--- src/rtl/fdivsqrt_iter.sv ---
// Iterative IEEE-754 divide / square-root unit.
// Radix-2 digit recurrence: one quotient/root bit per cycle, valid/ready
// handshake on both sides, five RISC-V rounding modes, fflags output.
// Subnormal inputs are flushed to signed zero; results never go subnormal.
module fdivsqrt_iter #(
  parameter int EW = 8,
  parameter int MW = 23
) (
  input  logic             clk,
  input  logic             rst,
  input  logic             i_valid,
  output logic             o_ready,
  input  logic             i_op,
  input  logic [2:0]       i_rm,
  input  logic [EW+MW:0]   i_a,
  input  logic [EW+MW:0]   i_b,
  input  logic             i_kill,
  output logic             o_valid,
  input  logic             i_ready,
  output logic [EW+MW:0]   o_res,
  output logic [4:0]       o_flags
);

  localparam int FLEN = 1 + EW + MW;
  localparam int XW   = EW + 2;          // signed exponent width
  localparam int QW   = MW + 3;          // hidden + mantissa + guard + round
  localparam int RW   = MW + 6;          // partial remainder width
  localparam int SW   = 2 * QW;          // sqrt radicand width (2 bits per step)
  localparam int CW   = $clog2(QW);

  localparam logic signed [XW-1:0] BIAS_S  = XW'((1 << (EW - 1)) - 1);
  localparam logic signed [XW-1:0] EXP_MAX = XW'((1 << EW) - 1);
  localparam logic [EW-1:0]        EXP_ONES = '1;
  localparam logic [FLEN-1:0]      CNAN = {1'b0, EXP_ONES, 1'b1, {(MW-1){1'b0}}};

  typedef enum logic [2:0] {IDLE, PREP, ITER, ROUND, DONE} state_e;

  state_e               state_q;
  logic                 op_q;
  logic [2:0]           rm_q;
  logic [FLEN-1:0]      a_q, b_q;
  logic                 sign_q;
  logic signed [XW-1:0] exp_q;
  logic [QW-1:0]        q_q;
  logic [RW-1:0]        rem_q;
  logic [MW:0]          div_q;
  logic [SW-1:0]        x_q;
  logic [CW-1:0]        cnt_q;
  logic                 o_valid_q;
  logic [FLEN-1:0]      res_q;
  logic [4:0]           flags_q;

  assign o_ready = (state_q == IDLE);
  assign o_valid = o_valid_q;
  assign o_res   = res_q;
  assign o_flags = flags_q;

  // ---------------------------------------------------------------------------
  // Operand unpack (subnormals read as zero because their exponent field is 0)
  // ---------------------------------------------------------------------------
  logic          sa, sb;
  logic [EW-1:0] ea, eb;
  logic [MW-1:0] fa, fb;
  logic [MW:0]   ma, mb;
  logic          a_zero, b_zero, a_inf, b_inf, a_nan, b_nan, a_snan, b_snan;

  assign sa     = a_q[FLEN-1];
  assign sb     = b_q[FLEN-1];
  assign ea     = a_q[FLEN-2:MW];
  assign eb     = b_q[FLEN-2:MW];
  assign fa     = a_q[MW-1:0];
  assign fb     = b_q[MW-1:0];
  assign ma     = {1'b1, fa};
  assign mb     = {1'b1, fb};
  assign a_zero = (ea == '0);
  assign b_zero = (eb == '0);
  assign a_inf  = (ea == EXP_ONES) && (fa == '0);
  assign b_inf  = (eb == EXP_ONES) && (fb == '0);
  assign a_nan  = (ea == EXP_ONES) && (fa != '0);
  assign b_nan  = (eb == EXP_ONES) && (fb != '0);
  assign a_snan = a_nan && !fa[MW-1];
  assign b_snan = b_nan && !fb[MW-1];

  // ---------------------------------------------------------------------------
  // PREP: special-case resolution and recurrence setup
  // ---------------------------------------------------------------------------
  logic                 p_special, p_sign, a_lt, e_odd;
  logic [FLEN-1:0]      p_res;
  logic [4:0]           p_flags;
  logic signed [XW-1:0] p_exp, ea_s, eb_s, e_unb, e_even;
  logic [RW-1:0]        p_rem;
  logic [SW-1:0]        p_x;
  logic [MW+1:0]        sq_m;

  // Classify operands and compute the starting exponent/remainder/radicand.
  always_comb begin
    // NOTE: every combinational output gets a default first so no path leaves it unassigned (no latch).
    p_special = 1'b0;
    p_res     = '0;
    p_flags   = '0;
    p_sign    = 1'b0;
    p_exp     = '0;
    p_rem     = '0;
    p_x       = '0;
    a_lt      = 1'b0;
    sq_m      = '0;
    ea_s      = XW'(ea);
    eb_s      = XW'(eb);
    e_unb     = ea_s - BIAS_S;
    e_odd     = e_unb[0];
    e_even    = e_unb - XW'(e_odd);
    if (!op_q) begin
      p_sign = sa ^ sb;
      if (a_nan || b_nan) begin
        p_special = 1'b1;
        p_res     = CNAN;
        p_flags   = {a_snan || b_snan, 4'b0000};
      end else if ((a_zero && b_zero) || (a_inf && b_inf)) begin
        p_special = 1'b1;
        p_res     = CNAN;
        p_flags   = 5'b10000;
      end else if (a_inf) begin
        p_special = 1'b1;
        p_res     = {p_sign, EXP_ONES, {MW{1'b0}}};
      end else if (b_zero) begin
        p_special = 1'b1;
        p_res     = {p_sign, EXP_ONES, {MW{1'b0}}};
        p_flags   = 5'b01000;
      end else if (a_zero || b_inf) begin
        p_special = 1'b1;
        p_res     = {p_sign, {(EW+MW){1'b0}}};
      end else begin
        // Pre-normalise so the quotient lands in [1,2).
        a_lt  = (ma < mb);
        p_rem = a_lt ? RW'({ma, 1'b0}) : RW'(ma);
        p_exp = ea_s - eb_s + BIAS_S - XW'(a_lt);
      end
    end else begin
      p_sign = sa;
      if (a_nan) begin
        p_special = 1'b1;
        p_res     = CNAN;
        p_flags   = {a_snan, 4'b0000};
      end else if (a_zero) begin
        p_special = 1'b1;
        p_res     = {sa, {(EW+MW){1'b0}}};
      end else if (sa) begin
        p_special = 1'b1;
        p_res     = CNAN;
        p_flags   = 5'b10000;
      end else if (a_inf) begin
        p_special = 1'b1;
        p_res     = {1'b0, EXP_ONES, {MW{1'b0}}};
      end else begin
        // Odd exponent: fold one factor of two into the radicand.
        sq_m  = e_odd ? {ma, 1'b0} : {1'b0, ma};
        p_x   = {sq_m, {(MW+4){1'b0}}};
        p_exp = (e_even >>> 1) + BIAS_S;
      end
    end
  end

  // ---------------------------------------------------------------------------
  // ITER: one restoring division / square-root step
  // ---------------------------------------------------------------------------
  logic          it_ge;
  logic [RW-1:0] it_rem, sq_sh, sq_trial;

  // Produce the next quotient/root bit and partial remainder.
  always_comb begin
    it_ge    = 1'b0;
    it_rem   = rem_q;
    sq_sh    = '0;
    sq_trial = '0;
    if (!op_q) begin
      it_ge  = (rem_q >= RW'(div_q));
      it_rem = it_ge ? ((rem_q - RW'(div_q)) << 1) : (rem_q << 1);
    end else begin
      sq_sh    = {rem_q[RW-3:0], x_q[SW-1 -: 2]};
      sq_trial = RW'({q_q, 2'b01});
      it_ge    = (sq_sh >= sq_trial);
      it_rem   = it_ge ? (sq_sh - sq_trial) : sq_sh;
    end
  end

  // ---------------------------------------------------------------------------
  // ROUND: round, detect overflow/underflow, pack
  // ---------------------------------------------------------------------------
  logic                 g_bit, r_bit, st_bit, lsb_bit, inexact, inc, of, uf, ovf_inf;
  logic [2:0]           rm_eff;
  logic [MW+1:0]        mant_r;
  logic signed [XW-1:0] exp_r;
  logic [FLEN-1:0]      r_res;
  logic [4:0]           r_flags;

  // Apply the rounding mode to the MW+3 bit result plus sticky.
  always_comb begin
    g_bit   = q_q[1];
    r_bit   = q_q[0];
    st_bit  = (rem_q != '0);
    lsb_bit = q_q[2];
    inexact = g_bit | r_bit | st_bit;
    rm_eff  = (rm_q > 3'd4) ? 3'd0 : rm_q;
    case (rm_eff)
      3'd1:    inc = 1'b0;
      3'd2:    inc = sign_q & inexact;
      3'd3:    inc = ~sign_q & inexact;
      3'd4:    inc = g_bit;
      default: inc = g_bit & (r_bit | st_bit | lsb_bit);
    endcase
    mant_r  = {1'b0, q_q[QW-1:2]} + (MW+2)'(inc);
    exp_r   = exp_q + XW'(mant_r[MW+1]);
    of      = (exp_r >= EXP_MAX);
    uf      = exp_r[XW-1] || (exp_r == '0);
    ovf_inf = (rm_eff == 3'd0) || (rm_eff == 3'd4) ||
              (rm_eff == 3'd3 && !sign_q) || (rm_eff == 3'd2 && sign_q);
    if (of) begin
      r_res   = ovf_inf ? {sign_q, EXP_ONES, {MW{1'b0}}}
                        : {sign_q, EXP_ONES - EW'(1), {MW{1'b1}}};
      r_flags = 5'b00101;
    end else if (uf) begin
      r_res   = {sign_q, {(EW+MW){1'b0}}};
      r_flags = 5'b00011;
    end else begin
      r_res   = {sign_q, exp_r[EW-1:0], mant_r[MW-1:0]};
      r_flags = {4'b0000, inexact};
    end
  end

  // ---------------------------------------------------------------------------
  // Control FSM and all state registers
  // ---------------------------------------------------------------------------
  // Sequence IDLE->PREP->ITER->ROUND->DONE, with kill/reset returning to IDLE.
  always_ff @(posedge clk) begin
    // NOTE: only control and output registers are reset; operand/datapath registers are always loaded before being read.
    if (rst) begin
      state_q   <= IDLE;
      o_valid_q <= 1'b0;
      res_q     <= '0;
      flags_q   <= '0;
    end else if (i_kill) begin
      state_q   <= IDLE;
      o_valid_q <= 1'b0;
    end else begin
      case (state_q)
        IDLE: begin
          if (i_valid) begin
            op_q    <= i_op;
            rm_q    <= i_rm;
            a_q     <= i_a;
            b_q     <= i_b;
            state_q <= PREP;
          end
        end
        PREP: begin
          if (p_special) begin
            res_q     <= p_res;
            flags_q   <= p_flags;
            o_valid_q <= 1'b1;
            state_q   <= DONE;
          end else begin
            sign_q  <= p_sign;
            exp_q   <= p_exp;
            rem_q   <= p_rem;
            div_q   <= mb;
            x_q     <= p_x;
            q_q     <= '0;
            cnt_q   <= CW'(QW - 1);
            state_q <= ITER;
          end
        end
        ITER: begin
          q_q   <= {q_q[QW-2:0], it_ge};
          rem_q <= it_rem;
          x_q   <= x_q << 2;
          cnt_q <= cnt_q - CW'(1);
          if (cnt_q == '0) state_q <= ROUND;
        end
        ROUND: begin
          res_q     <= r_res;
          flags_q   <= r_flags;
          o_valid_q <= 1'b1;
          state_q   <= DONE;
        end
        DONE: begin
          if (i_ready) begin
            o_valid_q <= 1'b0;
            state_q   <= IDLE;
          end
        end
        default: state_q <= IDLE;
      endcase
    end
  end

endmodule
--- config.mk ---
export PLATFORM = sky130hd
export DESIGN_NAME = fdivsqrt_iter
export DESIGN_NICKNAME = d
export VERILOG_FILES = /design/src/rtl/fdivsqrt_iter.sv
export SDC_FILE = /design/constraint.sdc
export NUM_CORES = 1
export LEC_CHECK = 0
export BUFFER_PORTS_ARGS = -buffer_cell sky130_fd_sc_hd__clkbuf_2
export CORE_ASPECT_RATIO = 1.4
export CORE_MARGIN = 1
export CORE_UTILIZATION = 40
export DETAILED_ROUTE_END_ITERATION = 8
export GPL_TIMING_DRIVEN = 0
export SLEW_MARGIN = 20
export SYNTH_ARGS = -nofsm -noshare
export SYNTH_HDL_FRONTEND = slang
export SYNTH_SLANG_ARGS = --single-unit
--- constraint.sdc ---
create_clock -name clk -period 12.8 [get_ports clk]
set_clock_uncertainty 0.2 [all_clocks]
set_input_delay 0.64 -clock clk [delete_from_list [all_inputs] [get_ports clk]]
set_output_delay 0.64 -clock clk [all_outputs]
set_load 0.02 [all_outputs]
# Yosys cells after proc, flatten, opt, wreduce, memory -nomap -nowiden
# Cells that the tools add are included.
[classes]
n_addsub = 11
magnitude_cmp = 5
n_eq_ne = 15
muxes = 83
bitwise = 12
n_reduce_logical = 42
[ops]
columns = ["op", "n"]
rows = [
  ["$mux 52", 6],
  ["$mux 32", 9],
  ["$mux 25", 7],
  ["$mux 29", 5],
  ["$mux 31", 4],
  ["$pmux 52 s2", 1],
  ["$mux 10", 10],
  ["$pmux 32 s2", 1],
  ["$pmux 29 s2", 1],
  ["$pmux 26 s2", 1],
  ["$logic_not 23->1", 2],
  ["$reduce_bool 23->1", 2],
  ["$mux 5", 8],
  ["$ge 29x24->1", 1],
  ["$ge 29x28->1", 1],
  ["$reduce_bool 29->1", 1],
  ["$sub 29x28->29", 1],
  ["$sub 28x24->28", 1],
  ["$mux 26", 1],
  ["$add 24x1->25", 1],
  ["$lt 24x24->1", 1],
  ["$mux 24", 1],
  ["$add 9x8->10 const B", 2],
  ["$pmux 5 s2", 2],
  ["other kinds (36)", 98],
]
[totals]
ff_bits = 255
input_bits = 73
elab_cells = 183

# Depth between registers and ports, before layout
[depth]
ltp_word = 12
depth_mapped = 24
depth_no_buf = 22

# Least setup slack after synthesis
# No wires, ideal clock.
[synth_timing]
kind = "register to register"
start = "register a_q[23]"
end = "register cnt_q[0] (enable)"
arrival_time_ns = 5.823
t_required_ns = 12.062
setup_slack_ns = 6.238
stages_incl_launch_ff = 10
path_buffers = 2
period_less_slack_ns = 6.562
cell_sequence = "edfxtp_1 buf_2 buf_1 inv_1 ha_1 nand3_1 nand4b_1 a21oi_1 mux2i_1 nor2b_1"
[synth_via]
elab_chain_len = 10
elab_cells_between_ends = 21
classes_between = "eq/ne (2); mux (10); reduce/logical (9)"
[synth_rtl]
columns = ["item", "line_no", "text"]
rows = [
  ["start: declaration", "41", "logic [FLEN-1:0] a_q, b_q;"],
  ["start signal: assignment", "250", "a_q <= i_a;"],
  ["$logic_not 8->1", "75", "assign a_zero = (ea == '0);"],
  ["$logic_or 1x1->1", "129", "end else if (a_zero || b_inf) begin"],
  ["$mux 1", "129", ""],
  ["$mux 1", "125", "end else if (b_zero) begin"],
  ["$mux 1", "122", "end else if (a_inf) begin"],
  ["$mux 1", "118", "end else if ((a_zero && b_zero) || (a_inf && b_inf)) begin"],
  ["$mux 1", "114", "if (a_nan || b_nan) begin"],
  ["$mux 1 *", "112", "if (!op_q) begin"],
  ["$ne 2x2->1 (no line) *", "-", ""],
  ["$reduce_and 4->1 (no line) *", "-", ""],
  ["end signal: assignment", "268", "cnt_q <= CW'(QW - 1);"],
  ["end signal: assignment", "276", "cnt_q <= cnt_q - CW'(1);"],
  ["end: declaration", "48", "logic [CW-1:0] cnt_q;"],
]
# Mark *: on every way between the ends. The rest lies on a longest branch, timed or not.
# A chain may end at the register's enable or synchronous reset.

# Worst setup path in the final report
[layout_timing]
start = "register rm_q[2]"
end = "register res_q[21], in the netlist o_res[21]"
[layout_via]
elab_chain_len = 11
elab_cells_between_ends = 22
classes_between = "add/sub (2); order compare (2); eq/ne (4); mux (6); reduce/logical (8)"
[layout_rtl]
columns = ["item", "line_no", "text"]
rows = [
  ["start: declaration", "40", "logic [2:0] rm_q;"],
  ["start signal: assignment", "249", "rm_q <= i_rm;"],
  ["$gt 3x3->1", "203", "rm_eff = (rm_q > 3'd4) ? 3'd0 : rm_q;"],
  ["$mux 3 *", "203", ""],
  ["branches (longest 7 deep; another with $add 24x1->25)", "-", ""],
  ["$mux 31 *", "217", "if (of) begin"],
  ["$pmux 32 s2 *", "245", "case (state_q)"],
  ["end signal: assignment", "257", "res_q <= p_res;"],
  ["end signal: assignment", "280", "res_q <= r_res;"],
  ["end: declaration", "50", "logic [FLEN-1:0] res_q;"],
]
# Every way passes the cells marked *.

==> summary.txt <==
STA
  • Slew HR: 0.3636
  • Crit share post-route: 0.5020
  • Fmax: about 0.16 GHz
  • Setup TNS: 0 ns
  • Slew Limit Fails: 0
  • Final min period: 6.425 ns
  • RSZ-0062 raised after global routing: no
  • Final Hold Viols: 0
  • Measured slew at the worst slew-check pin: approximately 0.95 ns
  • Final setup vio count: 0

Floorplanning
  • # IOs: 112
  • Die Height: 229.1 um
  • Die Span X: around 160 um
  • Cell Rows: 82
  • Full die area: 37620 um2
  • Placeable Area: 36010 um2
  • Initial Util: 0.4092

Clock tree
  • Clk sink count: 228
  • Clock slew at reported path FFs: around 0.06 ns
  • Clock Tree Buf Depth: 3
  • Postcts setup bufs: 0
  • H-tree depth: 1
  • Hold_buf cts: 0
  • Clock Latency Late Sink: 0.55 ns
  • Cts repair resizes: 0
  • TritonCTS clock tree: yes
  • Clk root buf: clkbuf_16
  • CTS Buf Count: 25

Power
  • Leakage: 6.773 nW
  • Worst VDD drop: roughly 0.00010 V
  • PD cells: 101.5 nW/um2

Critical path
  • R2R Path End: o_res[21]
  • Most frequent CP cell: ha_1
  • Critical path, cell by cell: and3b_1 -> ha_1 -> or3b_2 -> a22oi_1 -> ha_1 -> ha_1 -> and3_1 -> and2_1 -> clkbuf_1 -> nand3_1 -> nor4_1 -> ha_1 -> ha_1 -> xor2_1 -> nand4_1 -> a2111oi_2 -> o21a_1 -> o221ai_2 -> o21a_1 -> buf_2 -> buf_2 -> a22oi_1 -> nor2_1
  • Setup CP Type: reg2reg
  • Critical Path End Type: register
  • CP Data Arrival Time: ~6.7 ns
  • Worst reg-to-reg path cell count: 23
  • Setup crit start kind: register
  • Critical Path Max Stage Delay: roughly 0.76 ns
  • Critical Path Slowest Stage Cell: nor4_1
  • Max FO, Critical Path: 10
  • Worst R2R Setup Slack: roughly 6.4 ns
  • Reg-to-reg critical path startpoint: rm_q[2]
  • Critical path required time: 13.02 ns

Layout
  • Utilization after layout: 0.4673
  • Layout area overhead: 14.20%
  • Share of cells above drive strength 1: 0.1214
  • Nets: around 1800
  • Diodes inserted: 0
  • Fill count: between 3000 and 4000

Detailed routing
  • Via density: between 5 and 6
  • Drt pass-1 iters: 5
  • Residual DRC: 0
  • Via count: 12120
  • Routed len/inst: between 15 and 20 um
  • DR iter-0 viols: 835
  • DRT antenna net count: 0
  • Drt total wl: 41.84 mm

Global routing
  • Gr ovfl total: 0
  • Largest net degree at the start of global routing: slightly below 60
  • Vias in the first global route: roughly 12000
  • Met1 usage: 0.2657
  • Met3 usage: 0.02662
  • Initial antenna violation count: 0
  • First-pass GRT wire length: between 60 and 70 mm
  • GR peak layer: met2
  • Gr usage total: 0.2238
  • GR met2 Demand/Resource: 0.3979

Worst hold path
  • Hold path startpoint: i_a[5]
  • Tightest Hold Check Type: in2reg
  • Worst hold stages: 1
  • WHS Endpoint: a_q[5]

Synthesis
  • Post-Synthesis Cells: 1503
  • Library cells used by synthesis: between 70 and 80
  • Top cell type's share of synthesized area: 0.3811
  • Syn_area_per_cell: 9.804 um2
  • Post-Syn Area: 14740 um2
  • Yosys Warn Count: 0
  • Register area share after synthesis: 0.4368
  • Synth area leaders: edfxtp_1 38%, ha_1 8.3%, dfxtp_1 5.6%, mux2i_1 4.6%, xnor2_1 4.3%
  • Async SR Flop Fraction: 0
  • Register bit total from synthesis: 228
  • Syn Nets: 1677
  • Top FF cell, synth: edfxtp_1
  • Synth area leader: edfxtp_1
  • Number of flops mapped to enable cells by yosys: 187

Flow run
  • Max_cap viols: 0

Place
  • PortBufs: 110
  • Gp weighted congestion: 0.9141
  • DP HPWL: approximately 33 mm

Status
  • Status: completed
-- synth_stat cells (10+ instances only) --
cell      count
o22ai_1      17
dfxtp_1      41
edfxtp_1    187
o21bai_1     15
a22oi_1      23
nor3_1       31
mux2i_1      67
a21o_1       23
a31oi_1      18
o211ai_1     12
and3_1       21
and2_1       11
nor4_1       23
o31ai_1      28
xnor2_1      72
ha_1         98
a21oi_1      80
buf_2        11
nand2b_1     10
inv_1       127
nand3_1      28
buf_1        10
nor2_1      142
o21a_1       10
o21ai_0      67
xor2_1       32
clkbuf_1     32
a211oi_1     15
nand4_1      25
nand2_1      98
or3_1        10
nor2b_1      11
-- registers in the layout, indices dropped and copies added, names as in the netlist, 3 cells and up --
register,flops
x_q,25
state_q,3
rm_q,3
o_res,32
b_q,32
o_flags,5
rem_q,29
a_q,32
div_q,23
q_q,26
cnt_q,5
exp_q,10
-- kinds of logic after synthesis --
group	share of synthesized area
fa+ha+maj	0.08729
flops	0.4368
buf+inv	0.04857
mux	0.05086
xor+xnor	0.06182
compound gates	0.1760
simple gates	0.1387
-- power by group --
part	internal, mW	total, mW	switching [mW]
clock network	0.425	0.751	0.325
registers	0.813	0.826	0.0137
logic	0.0566	0.131	0.0739
-- routing by layer --
metal / wire length (um) / up-vias
met1: 16860 / 5839
met5: 0 / -
met2: 21470 / 322
met3: 1728 / 97
li1: - / 5857
met4: 1784 / 0
-- final cells by class --
type,instances,area (um2),area share
repair buffers,115,658.1,0.03911
clock inverters,19,209.0,0.01242
well taps,462,578.1,0.03435
multi-input cells,1092,7597,0.4515
flip-flops and latches,228,6436,0.3825
clock buffers,27,633.1,0.03762
inverters,127,476.7,0.02833
plain buffers,56,239.0,0.01420
-- how the worst max path moves through the flow --
stage / to / startpoint / depth (start not counted)
floorplan: cnt_q[0] / a_q[23] / 9
finish: o_res[21] / rm_q[2] / 23
global route: o_res[20] / rm_q[2] / 23
detailed placement: o_res[21] / rm_q[2] / 23
global placement: rem_q[28] / a_q[23] / 9
CTS: o_res[21] / rm_q[2] / 23
-- cells in the final DEF, fill, tap and decap left out, drive strengths merged, types with 18 or more instances in the layout --
master	count
clkbuf	169
a21o	23
and3	21
nand3	28
nand4	25
ha	98
edfxtp	187
a22oi	23
xor2	32
xnor2	72
o22ai	18
dfxtp	41
a21oi	81
o31ai	29
nor3	31
nor2	142
buf	29
inv	130
nor4	23
nand2	98
mux2i	67
a31oi	18
o21ai	74
-- worst max-delay path: cells and delay by family, from the launching register on --
kind | cells | cell delay [ns]
AOI/OAI and AO/OA | 6 | 1.24
xor gates and xnor gates | 1 | 0.30
adders and majority gates | 5 | 1.33
buffers and inverters | 3 | 0.61
DFF | 1 | 0.47
and+or+nand+nor | 8 | 2.11
-- through the flow --
| stage | total power [mW] | instances | hold WS [ns] | worst slack [ns] | area [um2] |
|---|---|---|---|---|---|
| after floorplan | 0.9271 | 1503 | 0.2504 | 6.238 | 14740 |
| after global placement | 0.9694 | 2075 | 0.2495 | 3.500 | 15860 |
| after detailed placement | 0.9726 | 2080 | 0.2607 | 6.399 | 15990 |
| after CTS | 1.724 | 2126 | 0.03196 | 6.374 | 16830 |
| after global routing | 1.761 | 2126 | 0.03963 | 5.895 | 16830 |
| final | 1.707 | 2126 | 0.05849 | 6.375 | 16830 |
(Power assumes the default switching activity.)
